### src/rtl/l1_pkg.sv
// Shared types and constants for the Level-1 logic slice.
package l1_pkg;

  localparam int unsigned DEC_W = 4;

  // Comparator result flags, ordered {gt, lt, eq}.
  typedef logic [2:0] cmp_flags_t;

endpackage

### src/rtl/l1_and2.sv
// Two-input AND primitive (combinational).
module l1_and2 (
  input  logic a,
  input  logic b,
  output logic y
);

  assign y = a & b;

endmodule

### src/rtl/l1_cmp.sv
// Unsigned magnitude comparator producing {gt, lt, eq} flags.
module l1_cmp
  import l1_pkg::*;
#(
  parameter int unsigned CMP_W = 4
) (
  input  logic [CMP_W-1:0] x,
  input  logic [CMP_W-1:0] y,
  output cmp_flags_t       flags
);

  assign flags = {(x > y), (x < y), (x == y)};

endmodule

### src/rtl/l1_dec2to4.sv
// 2-to-4 one-hot decoder; a is the select MSB, b the LSB.
module l1_dec2to4
  import l1_pkg::*;
(
  input  logic             a,
  input  logic             b,
  output logic [DEC_W-1:0] dec
);

  always_comb begin
    dec          = '0;
    dec[{a, b}]  = 1'b1;
  end

endmodule

### src/rtl/l1_logic_slice.sv
// Registered Level-1 logic slice: AND, 2-to-4 decode and unsigned compare
// with one cycle of latency and a valid qualifier.
module l1_logic_slice
  import l1_pkg::*;
#(
  parameter int unsigned CMP_W = 4
) (
  input  logic             clk,
  input  logic             rst_,
  input  logic             in_valid,
  input  logic             a,
  input  logic             b,
  input  logic [CMP_W-1:0] x,
  input  logic [CMP_W-1:0] y,
  output logic             out_valid,
  output logic             and_q,
  output logic [DEC_W-1:0] dec_q,
  output logic             gt,
  output logic             lt,
  output logic             eq
);

  logic             and_d;
  logic [DEC_W-1:0] dec_d;
  cmp_flags_t       flags_d;
  cmp_flags_t       flags_q;

  l1_and2 u_and2 (
    .a (a),
    .b (b),
    .y (and_d)
  );

  l1_dec2to4 u_dec (
    .a   (a),
    .b   (b),
    .dec (dec_d)
  );

  l1_cmp #(
    .CMP_W (CMP_W)
  ) u_cmp (
    .x     (x),
    .y     (y),
    .flags (flags_d)
  );

  // Data registers only load on a valid sample; otherwise they hold.
  always_ff @(posedge clk) begin
    if (rst_) begin
      out_valid <= 1'b0;
      and_q     <= 1'b0;
      dec_q     <= '0;
      flags_q   <= '0;
    end else begin
      out_valid <= in_valid;
      if (in_valid) begin
        and_q   <= and_d;
        dec_q   <= dec_d;
        flags_q <= flags_d;
      end
    end
  end

  assign {gt, lt, eq} = flags_q;

endmodule

### config.mk
export PLATFORM = sky130hd
export DESIGN_NAME = l1_logic_slice
export DESIGN_NICKNAME = d
export VERILOG_FILES = /design/src/rtl/l1_pkg.sv /design/src/rtl/l1_and2.sv /design/src/rtl/l1_cmp.sv /design/src/rtl/l1_dec2to4.sv /design/src/rtl/l1_logic_slice.sv
export SDC_FILE = /design/constraint.sdc
export NUM_CORES = 1
export LEC_CHECK = 0
export ABC_AREA = 1
export BUFFER_PORTS_ARGS = -buffer_cell sky130_fd_sc_hd__buf_2
export CAP_MARGIN = 20
export CORE_AREA = 2 2 39 41
export CTS_BUF_LIST = sky130_fd_sc_hd__clkbuf_8 sky130_fd_sc_hd__clkbuf_16
export CTS_CLUSTER_DIAMETER = 60
export DETAILED_ROUTE_END_ITERATION = 8
export DIE_AREA = 0 0 41 43
export HOLD_SLACK_MARGIN = 0.06
export PLACE_DENSITY = 0.66
export SETUP_SLACK_MARGIN = 0.2
export SLEW_MARGIN = 20
export SYNTH_ARGS = -nofsm -noshare
export SYNTH_HDL_FRONTEND = slang
export SYNTH_SLANG_ARGS = --single-unit
### constraint.sdc
create_clock -name clk -period 0.88 [get_ports clk]
set_input_delay 0.132 -clock clk [delete_from_list [all_inputs] [get_ports clk]]
set_output_delay 0.132 -clock clk [all_outputs]
set_load 0.03 [all_outputs]
==> run metrics <==
outcome=completed; via/cell ratio=4.277; unrepaired setup endpoints after global routing=yes; Critical Setup Path Class=reg -> out; hold_sp=rst_; GRT overflow=0; Detail Route Antenna Nets=0; max-slew violation count=0; leading area contributor after synthesis=dfxtp_1; flop2flop setup slack=0.22 ns; synth top area cells=dfxtp_1 (41%), ha_1 (13%), nand2_1 (12%); initial antenna violation count=0; Max Root-Sink Buffers=2; Die Area=0.001763 mm²; reg2reg start=dec_q[0]; CTS buffer count=3; Yosys top cell area share=41.03%; Final Hold Vio Count=0; Reg power frac=34.9%; core footprint=0.001384 mm²; worst vdd ir=0.6378 mV; WL/cell=8.691 µm; worst slew pin tran=0.1574 ns; Distinct cells, synth=12; Setup Skew=0 ns; slowest stage delay, CP=0.34 ns; startpoint types=register; most frequent cells in the layout=buf_6 (15), dfxtp_2 (7), inv_1 (6), nand2_2 (6); vias in the first global route=351; leak pwr=0.3567 nW; hold_buf cts=0; min cycle time layout=0.8314 ns; critical path arrival=0.70 ns; Top delay family on crit path=flip-flops; drc violations=0; Net Sw Frac=26.64%; PwrDens=1451 mW/mm²; synthesized net count=70; max_cap viols=0; vias post-DR=402; critical-path cell list=buf_6; fill count=135; most common cell after layout, fill and taps aside=buf_6; TritonCTS clock tree=built; number of DRC markers in iteration 0=7; final hold slack=0.1424 ns; All-Layer GR Usage=10.53%; final instance area=787.0 µm²; Placer Congestion=0.5990; Worst-Skew Late Latency=0.22 ns; WHS Path Cells=2; CTS Sinks=8; routed wire length=817 µm; crit share post-route=94.48%; HP Class=in -> reg; crit path capture type=output port; Post-Syn Area=390.4 µm²; port bufs=21; CTS H-tree lvls=1; CTS Root Cell=clkbuf_8; die width=41 µm; f_max=1.203 GHz; DR pass1 iterations=4; height of the die=43 µm; Clock transition at path regs=0.04 ns; hold worst-path end=flags_q[2]; register bit total from synthesis=8; row count=14; register area share after synthesis=41.03%; worst path bufs/invs=1; Starting Density=28.21%; Syn Area/Cell=7.366 µm²; Rel. slew slack=89.51%; Detailed Place HPWL=620.3 µm; clock power share=38.3%; Psw=0.0003043 W; area growth from synthesis to layout=101.6%; Final Net Count=96; placed cell area=590.6 µm²; Comb power frac=26.8%; endpoints failing setup=0; first-pass GRT wire length=1235 µm; WP data required=0.75 ns; Worst R2R Path Depth=3; Internal Pwr Total=0.0008380 W; critical path's slowest cell=dfxtp_4; ratio of cells with drive above 1 in the final layout=70.51%; largest net degree at the start of global routing=9; FF-to-FF End=dec_q[0]; ANT cells=0; Mapped Cells=53; Worst Path Max Fanout=3; I/O Pins=22; Syn. warnings=0
==> cell families after synthesis <==
group | after synthesis | share of synthesized area, %
DFF | 8 | 41.02
adders and majority gates | 4 | 12.82
and+or+nand+nor | 20 | 21.15
AOI/OAI and AO/OA | 9 | 12.50
buffers and inverters | 12 | 12.50
==> sequential cells by signal, indices dropped and copies added, names as in the netlist <==
name,count
dec_q,3
flags_q,3
and_q,1
out_valid,1
==> per-stage QoR <==
stage / instances / TNS, ns / worst slack [ns] / utilization (%) / total power (W)
4_1_cts: 93 / 0 / 0.03773 / 52.71 / 0.001116
5_1_grt: 94 / 0 / 0.02294 / 56.87 / 0.001203
2_1_floorplan: 53 / 0 / 0.06172 / - / 0.0005371
3_5_place_dp: 89 / -0.2317 / -0.1408 / 42.68 / 0.0006162
6_report: 94 / 0 / 0.04858 / 56.87 / 0.001142
3_3_place_gp: 89 / -0.1965 / -0.1309 / 42.68 / 0.0006139
==> Yosys cell counts <==
| cell | instances |
|---|---|
| a21oi_1 | 6 |
| a21oi_2 | 1 |
| buf_4 | 1 |
| dfxtp_1 | 8 |
| ha_1 | 4 |
| inv_1 | 10 |
| inv_2 | 1 |
| nand2_1 | 12 |
| nand3_1 | 4 |
| nor2_1 | 3 |
| nor2_2 | 1 |
| o21ai_0 | 2 |
==> how the worst max path moves through the flow <==
stage	slack, ns	endpoint	cells past startpoint	startpoint
after floorplan	0.06	flags_q[2]	8	y[3]
after global routing	0.02	dec_q[3]	1	and_q
after global placement	-0.13	flags_q[2]	9	y[3]
after detailed placement	-0.14	flags_q[2]	9	y[3]
final	0.05	dec_q[3]	1	and_q
after CTS	0.04	dec_q[3]	1	and_q
==> cell type report <==
cell class / instances / area, µm² / area share [%]
clock buffers: 3 / 41.29 / 5.246
inverters: 11 / 58.81 / 7.472
multi-input cells: 33 / 274.0 / 34.82
repair buffers: 22 / 216.5 / 27.50
well taps: 16 / 20.02 / 2.544
flip-flops and latches: 8 / 172.7 / 21.94
clock inverters: 1 / 3.754 / 0.4769
==> power groups by stage <==
stage | clock (W) | combinational, W | sequential [W]
6_report | 0.000437 | 0.000306 | 0.000399
2_1_floorplan | 0 | 0.0000988 | 0.000438
5_1_grt | 0.000470 | 0.000332 | 0.000401
4_1_cts | 0.000457 | 0.000260 | 0.000399
3_5_place_dp | 0 | 0.000218 | 0.000399
3_3_place_gp | 0 | 0.000215 | 0.000398
==> layer usage <==
metal / vias to the layer above / GRT usage, % / part of all wire, %
met5: - / 0 / 0
met4: 0 / 10.00 / 0
met3: 0 / 1.571 / 9.1
met2: 16 / 16.56 / 51
met1: 171 / 10.90 / 40
li1: 215 / - / -
==> worst register-to-register path, delay by kind of cell (launching register included) <==
kind | cells | cell delay (ns)
and+or+nand+nor | 1 | 0.04
AOI/OAI and AO/OA | 1 | 0.13
buffers and inverters | 1 | 0.10
DFF | 1 | 0.33
==> repair_timing <==
action / in CTS / in global routing
resized for setup: 28 / 15
pin swaps: 10 / 9
setup endpoints to repair: 11 / 11
setup buffers: 0 / 1
(Power assumes the default switching activity.)
